[src/rtl/seq_cmp_pkg.sv]
// ============================================================================
// Module      : seq_cmp_pkg
// Description : Shared types and helpers for the sequential magnitude comparator.
// Revision    : 1.0 - initial release
// ============================================================================
`default_nettype none

package seq_cmp_pkg;

    localparam int unsigned C_STATE_W = 2;

    typedef enum logic [C_STATE_W-1:0] {
        ST_IDLE = 2'd0,
        ST_SCAN = 2'd1,
        ST_DONE = 2'd2
    } state_t;

    typedef struct packed {
        logic gt;
        logic lt;
        logic eq;
    } cmp_result_t;

    function automatic int seq_cmp_nchunk(input int width, input int chunk);
        return width / chunk;
    endfunction

endpackage

`default_nettype wire

[src/rtl/cmp_chunk.sv]
// ============================================================================
// Module      : cmp_chunk
// Description : Combinational unsigned compare of two CHUNK-bit slices.
// Revision    : 1.0 - initial release
// ============================================================================
`default_nettype none

module cmp_chunk #(
    parameter int CHUNK = 4
) (
    input  logic [CHUNK-1:0] i_a,
    input  logic [CHUNK-1:0] i_b,
    output logic             o_gt,
    output logic             o_lt,
    output logic             o_eq
);

    assign o_gt = (i_a > i_b);
    assign o_lt = (i_a < i_b);
    assign o_eq = (i_a == i_b);

endmodule

`default_nettype wire

[src/rtl/seq_comparator.sv]
// ============================================================================
// Module      : seq_comparator
// Description : Multi-cycle signed/unsigned magnitude comparator, MSB chunk first.
//               Define SEQ_CMP_EARLY_EXIT_EN to stop at the first differing chunk;
//               otherwise every compare takes exactly NCHUNK scan cycles.
// Revision    : 1.0 - initial release
// ============================================================================
`default_nettype none

module seq_comparator
    import seq_cmp_pkg::*;
#(
    parameter int WIDTH = 32,
    parameter int CHUNK = 4
) (
    input  logic             clk,
    input  logic             rst_n,
    input  logic             in_valid,
    output logic             in_ready,
    input  logic [WIDTH-1:0] a,
    input  logic [WIDTH-1:0] b,
    input  logic             is_signed,
    output logic             out_valid,
    input  logic             out_ready,
    output logic             out_gt,
    output logic             out_lt,
    output logic             out_eq,
    output logic             busy
);

    localparam int NCHUNK = seq_cmp_nchunk(WIDTH, CHUNK);
    localparam int IDX_W  = (NCHUNK > 1) ? $clog2(NCHUNK) : 1;
    localparam logic [IDX_W-1:0] C_IDX_LAST = IDX_W'(NCHUNK - 1);

    state_t           r_state;
    state_t           w_next_state;
    logic [WIDTH-1:0] r_a;
    logic [WIDTH-1:0] r_b;
    logic [WIDTH-1:0] w_flip;
    logic [IDX_W-1:0] r_idx;
    cmp_result_t      r_res;
    cmp_result_t      w_chunk_res;
    logic [CHUNK-1:0] w_ca;
    logic [CHUNK-1:0] w_cb;
    logic             w_cgt;
    logic             w_clt;
    logic             w_ceq;
    logic             w_last;
`ifndef SEQ_CMP_EARLY_EXIT_EN
    cmp_result_t      r_pend;
    logic             r_decided;
`endif

    // Flipping the sign bit maps two's-complement order onto unsigned order.
    always_comb begin
        w_flip            = '0;
        w_flip[WIDTH-1]   = is_signed;
    end

    assign w_ca        = r_a[r_idx*CHUNK +: CHUNK];
    assign w_cb        = r_b[r_idx*CHUNK +: CHUNK];
    assign w_last      = (r_idx == '0);
    assign w_chunk_res = '{gt: w_cgt, lt: w_clt, eq: w_ceq};

    cmp_chunk #(.CHUNK(CHUNK)) u_cmp_chunk (
        .i_a  (w_ca),
        .i_b  (w_cb),
        .o_gt (w_cgt),
        .o_lt (w_clt),
        .o_eq (w_ceq)
    );

    always_ff @(posedge clk or negedge rst_n) begin
        if (!rst_n) begin
            r_state <= ST_IDLE;
        end else begin
            r_state <= w_next_state;
        end
    end

    always_comb begin
        w_next_state = r_state;
        case (r_state)
            ST_IDLE: if (in_valid) w_next_state = ST_SCAN;
`ifdef SEQ_CMP_EARLY_EXIT_EN
            ST_SCAN: if (w_cgt || w_clt || w_last) w_next_state = ST_DONE;
`else
            ST_SCAN: if (w_last) w_next_state = ST_DONE;
`endif
            ST_DONE: if (out_ready) w_next_state = ST_IDLE;
            default: w_next_state = ST_IDLE;
        endcase
    end

    always_ff @(posedge clk or negedge rst_n) begin
        if (!rst_n) begin
            r_a       <= '0;
            r_b       <= '0;
            r_idx     <= '0;
            r_res     <= '0;
`ifndef SEQ_CMP_EARLY_EXIT_EN
            r_pend    <= '0;
            r_decided <= 1'b0;
`endif
        end else begin
            case (r_state)
                ST_IDLE: begin
                    if (in_valid) begin
                        r_a   <= a ^ w_flip;
                        r_b   <= b ^ w_flip;
                        r_idx <= C_IDX_LAST;
`ifndef SEQ_CMP_EARLY_EXIT_EN
                        r_decided <= 1'b0;
`endif
                    end
                end
                ST_SCAN: begin
`ifdef SEQ_CMP_EARLY_EXIT_EN
                    if (w_cgt || w_clt || w_last) begin
                        r_res <= w_chunk_res;
                    end else begin
                        r_idx <= r_idx - 1'b1;
                    end
`else
                    // The first differing chunk is parked in r_pend so outputs only move at the end.
                    if (w_last) begin
                        r_res <= r_decided ? r_pend : w_chunk_res;
                    end else begin
                        r_idx <= r_idx - 1'b1;
                        if (!r_decided && !w_ceq) begin
                            r_pend    <= w_chunk_res;
                            r_decided <= 1'b1;
                        end
                    end
`endif
                end
                default: ;
            endcase
        end
    end

    always_comb begin
        in_ready  = (r_state == ST_IDLE);
        out_valid = (r_state == ST_DONE);
        busy      = (r_state != ST_IDLE);
        out_gt    = r_res.gt;
        out_lt    = r_res.lt;
        out_eq    = r_res.eq;
    end

endmodule

`default_nettype wire
[config.mk]
export PLATFORM = sky130hd
export DESIGN_NAME = seq_comparator
export DESIGN_NICKNAME = d
export VERILOG_FILES = /design/src/rtl/seq_cmp_pkg.sv /design/src/rtl/cmp_chunk.sv /design/src/rtl/seq_comparator.sv
export SDC_FILE = /design/constraint.sdc
export NUM_CORES = 1
export LEC_CHECK = 0
export CAP_MARGIN = 10
export CORE_UTILIZATION = 51
export CTS_CLUSTER_SIZE = 16
export DETAILED_ROUTE_END_ITERATION = 8
export GPL_ROUTABILITY_DRIVEN = 0
export HOLD_SLACK_MARGIN = 0.03
export PLACE_DENSITY = 0.82
export SLEW_MARGIN = 0
export SYNTH_ARGS = -nofsm -noshare
export SYNTH_HDL_FRONTEND = slang
export SYNTH_SLANG_ARGS = --single-unit
[constraint.sdc]
create_clock -name clk -period 3.27 [get_ports clk]
set_clock_uncertainty 0.05 [all_clocks]
set_input_delay 0.327 -clock clk [delete_from_list [all_inputs] [get_ports clk]]
set_output_delay 0.327 -clock clk [all_outputs]
set_load 0.02 [all_outputs]
; ---- Word-level counts from Yosys, hierarchy flattened
; Index checks and enable logic that the tools add are counted.
; Widths: inputs -> output; s select.
[word_totals]
elab_cells = 52
input_bits = 69
reg_bits = 76
output_inout_bits = 6
[classes]
magnitude_cmp = 2
n_mux = 12
addsub = 1
n_reduce_logical = 13
bitwise_logic = 3
n_eq_ne = 8
shift = 2
[ops]
columns = op, n
row1 = $shiftx 32x6->4, 2
row2 = $xor 32x32->32, 2
row3 = $mux 3, 3
row4 = $reduce_and 3->1, 3
row5 = $ne 2x2->1 const B, 4
row6 = $mux 2, 3
row7 = $pmux 2 s3, 1
row8 = $pmux 3 s2, 1
row9 = $eq 4x4->1, 1
row10 = $gt 4x4->1, 1
row11 = $lt 4x4->1, 1
row12 = $reduce_and 2->1, 2
row13 = $reduce_and 4->1, 1
row14 = $reduce_bool 2->1, 2
row15 = $logic_not 3->1, 1
row16 = $mux 1, 3
row17 = $sub 3x1->3 const B, 1
row18 = $eq 2x1->1 const B, 1
row19 = $eq 2x2->1 const B, 1
row20 = $logic_not 1->1, 2
row21 = $logic_not 2->1, 1
row22 = $ne 2x1->1 const B, 1
row23 = $pmux 1 s2, 1
row24 = $logic_and 1x1->1, 1
row25 = $not 1->1, 1

; ---- Logic depth before layout (Yosys ltp)
[depth]
ltp_word = 7
depth_mapped = 9

; ---- Hierarchy
; From an unflattened synthesis, not the netlist that was laid out.
[hier_totals]
hier_cells = 261
area_unflattened_um2 = 3623.5
[by_module_without_submodules]
columns = module, area_each_um2, seq_area_each_um2, instances, cells_each
row1 = seq_comparator, 3494.6, 1901.8, 1, 245
row2 = cmp_chunk, 128.9, 0.0, 1, 16

; ---- Worst setup path before layout
; OpenSTA, ideal clock, no wires.
[synth_path]
kind = reg-to-reg
start = reg r_idx[0]
end = reg r_pend[2] (netlist bit)
n_path_buf = 2
stages_incl_launch_ff = 10
period_less_slack_ps = 2517
path_slack_ps = 753
required_ps = 3095
t_arrival_ps = 2342
path_cell_list = dfrtp_1 > buf_6 > buf_12 > mux4_2 > mux2_4 > ha_1 > nand4_1 > nand3_1 > nor2_1 > mux2_2
[synth_via]
elab_chain_len = 5
[synth_lines]
columns = element, line_no
row1 = from (decl), seq_comparator.sv:40  ; logic [IDX_W-1:0] r_idx;
row2 = from (signal assigned), seq_comparator.sv:129  ; r_idx <= r_idx - 1'b1;
row3 = "$shiftx 32x6->4, on equally long branches", "seq_comparator.sv:60, seq_comparator.sv:61"
row4 = $eq 4x4->1, cmp_chunk.sv:20  ; assign o_eq = (i_a == i_b);
row5 = $logic_not 1->1, seq_comparator.sv:130  ; if (!r_decided && !w_ceq) begin
row6 = $logic_and 1x1->1, seq_comparator.sv:130
row7 = $reduce_and 3->1 (no line), -
row8 = to (signal assigned), seq_comparator.sv:131  ; r_pend <= w_chunk_res;
row9 = to (decl), seq_comparator.sv:50  ; cmp_result_t r_pend;
; Parallel ways exist; a longest one is shown, timed or not.
; A chain may end at the register's enable or synchronous reset.

; ---- Worst setup path in the final report
; Ends and elaborated chain as after synthesis.

==> results.json <==
{
  "cts_tree": "yes",
  "final_cell_mix": "nand2_1, dfrtp_1, clkdlybuf4s50_1",
  "yosysTopAreaCell": "dfrtp_1",
  "r2r_slack_ps": 160,
  "ant_nets": 0,
  "outcome": "finished clean",
  "gr-total-overflow": 0,
  "fmax_ghz": 0.3212,
  "synth-seq-cells": 76,
  "antenna_found_initial": 0,
  "track_usage_pct": 24.01,
  "worstSetupPathType": "register to register",
  "routed_wl_mm": 7.953,
  "rsz0062_at_grt": "false",
  "dieArea_sq_um": 7323,
  "cts_made_buffers": 9,
  "drive_gt1_share_pct": 6.422,
  "worstPathMaxFanout": 13,
  "r2r-end": "r_pend[2]$_DFFE_PN0P_",
  "hold_viol_final": 0,
  "start_util_pct": 52.72,
  "yosys_warnings": 0,
  "die_h_um": 85.58,
  "crit_path_start_kind": "register",
  "ys_types": 29,
  "vias_per_cell": 5.287,
  "grt_pass1_vias": 2807,
  "end_kind": "register",
  "reg2reg_depth": 8,
  "fp.dieW_um": 85.58,
  "wl_per_cell_um": 15.41,
  "post_cts_buffers": 0,
  "synth.top_cell.area_share_pct": 53.39,
  "rows": 30,
  "dr.pass1.iters": 5,
  "portBuffers": 74,
  "postSynthNetCount": 436,
  "slew_headroom_pct": 37.87,
  "finalCriticalPeriod_ps": 3113,
  "tightest_slew_ps": 932.0,
  "clk-insertion-delay-late_ps": 360,
  "finalSetupViolations": 0,
  "period_share_pct": 95.19,
  "drc": 0,
  "syn_inst": 361,
  "grt_max_degree": 77,
  "ys_seq_area_share_pct": 53.39,
  "synth_top_cells_by_area": "dfrtp_1, nand2_1, mux4_1",
  "drt_iter0_drc": 174,
  "io_pins": 75,
  "nNetsFinal": 506,
  "synth_area_sq_um": 3562,
  "hold_buffers": 0,
  "core-area_sq_um": 6756,
  "final.setup.tns_ps": 0,
  "detailed_place_hpwl_mm": 5.606,
  "cp.required_ps": 3460,
  "max-vdd-ir-drop_v": 0.0003731,
  "clk_pin_slew_ps": 80,
  "critPathArrivalTime_ps": 3300,
  "power_density_nw_per_um2": 942.9,
  "drv_slew": 0,
  "grt_first_pass_wirelength_mm": 13.27,
  "drv_cap": 0,
  "power_mw": 4.285,
  "root_buffer": "clkbuf_8",
  "fillCellCount": 514,
  "h-tree-depth": 3,
  "clockBufferDepth": 2,
  "layout_commonest_cell": "nand2_1",
  "syn_to_final_growth_pct": 27.57,
  "p_leak_nw": 2.299,
  "regToRegStartpoint": "r_idx[0]$_DFFE_PN0P_",
  "hold_path.class": "primary input to async pin",
  "syn_avg_cell_area_sq_um": 9.867,
  "vias": 2728,
  "cts_num_sinks": 76,
  "ctsResizeCount": 0,
  "n_antenna_cell": 0
}
per-stage QoR:
| step | setup WS (ps) | hold slack [ps] | util [%] | instances | instance area, sq um |
|---|---|---|---|---|---|
| finish | 157.1 | 53.62 | 67.26 | 516 | 4544 |
| global route | 11.85 | 143.3 | 67.26 | 516 | 4544 |
| CTS | 153.1 | 100.4 | 67.26 | 516 | 4544 |
| detailed placement | 244.0 | 404.1 | 64.04 | 500 | 4327 |
| global placement | 424.9 | 403.1 | 64.04 | 500 | 4327 |
| floorplan | 753.0 | -18.59 | - | 361 | 3562 |
final cells by class:
| type | count | area, sq um | share of cell area [%] |
|---|---|---|---|
| clock inverter | 4 | 72.57 | 1.597 |
| inverter | 6 | 22.52 | 0.4956 |
| tap | 80 | 100.1 | 2.203 |
| timing repair buffer | 78 | 768.2 | 16.91 |
| multi-input combinational | 260 | 1534 | 33.76 |
| clock buffer | 12 | 145.1 | 3.194 |
| sequential | 76 | 1902 | 41.85 |
power breakdown:
group / total [mW] / leakage [nW] / switching [mW] / internal, mW
clock: 0.798 / 0.107 / 0.348 / 0.450
combinational: 1.75 / 1.25 / 0.872 / 0.880
sequential: 1.73 / 0.942 / 0.358 / 1.38
total: 4.28 / 2.30 / 1.58 / 2.71
sequential cells by signal, indices dropped and copies added (netlist names):
signal / flops
r_state: 2
r_idx: 3
r_pend: 3
out_lt: 1
out_eq: 1
r_a: 32
out_gt: 1
r_b: 32
r_decided: 1
Yosys cell counts:
library cell	n
nand2_1	195
dfrtp_1	76
mux4_1	15
buf_2	10
ha_1	6
inv_1	6
clkbuf_1	5
mux2_2	5
o21ai_0	5
a21oi_1	4
mux2i_1	4
nor2_1	4
nand2b_1	3
nand3_1	3
nor2b_1	3
buf_1	2
o211ai_1	2
xnor2_1	2
a22o_1	1
a22oi_1	1
and2_1	1
buf_12	1
buf_6	1
mux2_4	1
mux4_2	1
nand4_1	1
nor3_1	1
o31ai_1	1
xor2_1	1
kinds of logic (layout without fill, tap and decap cells):
group                      count (synthesis)  in the layout  synth area share, %
AOI/OAI and AO/OA                         14             14                2.353
xor gates and xnor gates                   3              3               0.7378
adders and majority gates                  6              6                2.107
buffers and inverters                     25            100                3.653
DFF                                       76             76                53.39
muxes                                     26             26                14.82
and+or+nand+nor                          211            211                22.94
layer usage:
| metal | GRT usage, % | wire length, um | vias to the layer above |
|---|---|---|---|
| met4 | 11.06 | 215 | 0 |
| met2 | 40.29 | 3940 | 97 |
| met3 | 5.294 | 384 | 20 |
| met1 | 29.97 | 3413 | 1294 |
| li1 | - | - | 1317 |
| met5 | 0 | 0 | - |
worst max-delay path, stage by stage (launching register included):
cell	delay (ps)
dfrtp_1	720
buf_4	270
mux4_1	550
mux2i_1	180
ha_1	290
nand4_1	150
nand3_1	160
nor2_1	240
mux2_2	380
worst max path at each step:
| stage | startpoint | end | slack, ps | cells past startpoint |
|---|---|---|---|---|
| after global routing | r_idx[0]$_DFFE_PN0P_ | r_pend[2]$_DFFE_PN0P_ | 10 | 8 |
| after global placement | r_idx[0]$_DFFE_PN0P_ | r_pend[2]$_DFFE_PN0P_ | 420 | 8 |
| after CTS | r_idx[0]$_DFFE_PN0P_ | r_pend[2]$_DFFE_PN0P_ | 150 | 8 |
| after detailed placement | r_idx[0]$_DFFE_PN0P_ | r_pend[2]$_DFFE_PN0P_ | 240 | 8 |
| final | r_idx[0]$_DFFE_PN0P_ | r_pend[2]$_DFFE_PN0P_ | 160 | 8 |
| after floorplan | r_idx[0]$_DFFE_PN0P_ | r_pend[2]$_DFFE_PN0P_ | 750 | 9 |
(Power assumes the default switching activity.)
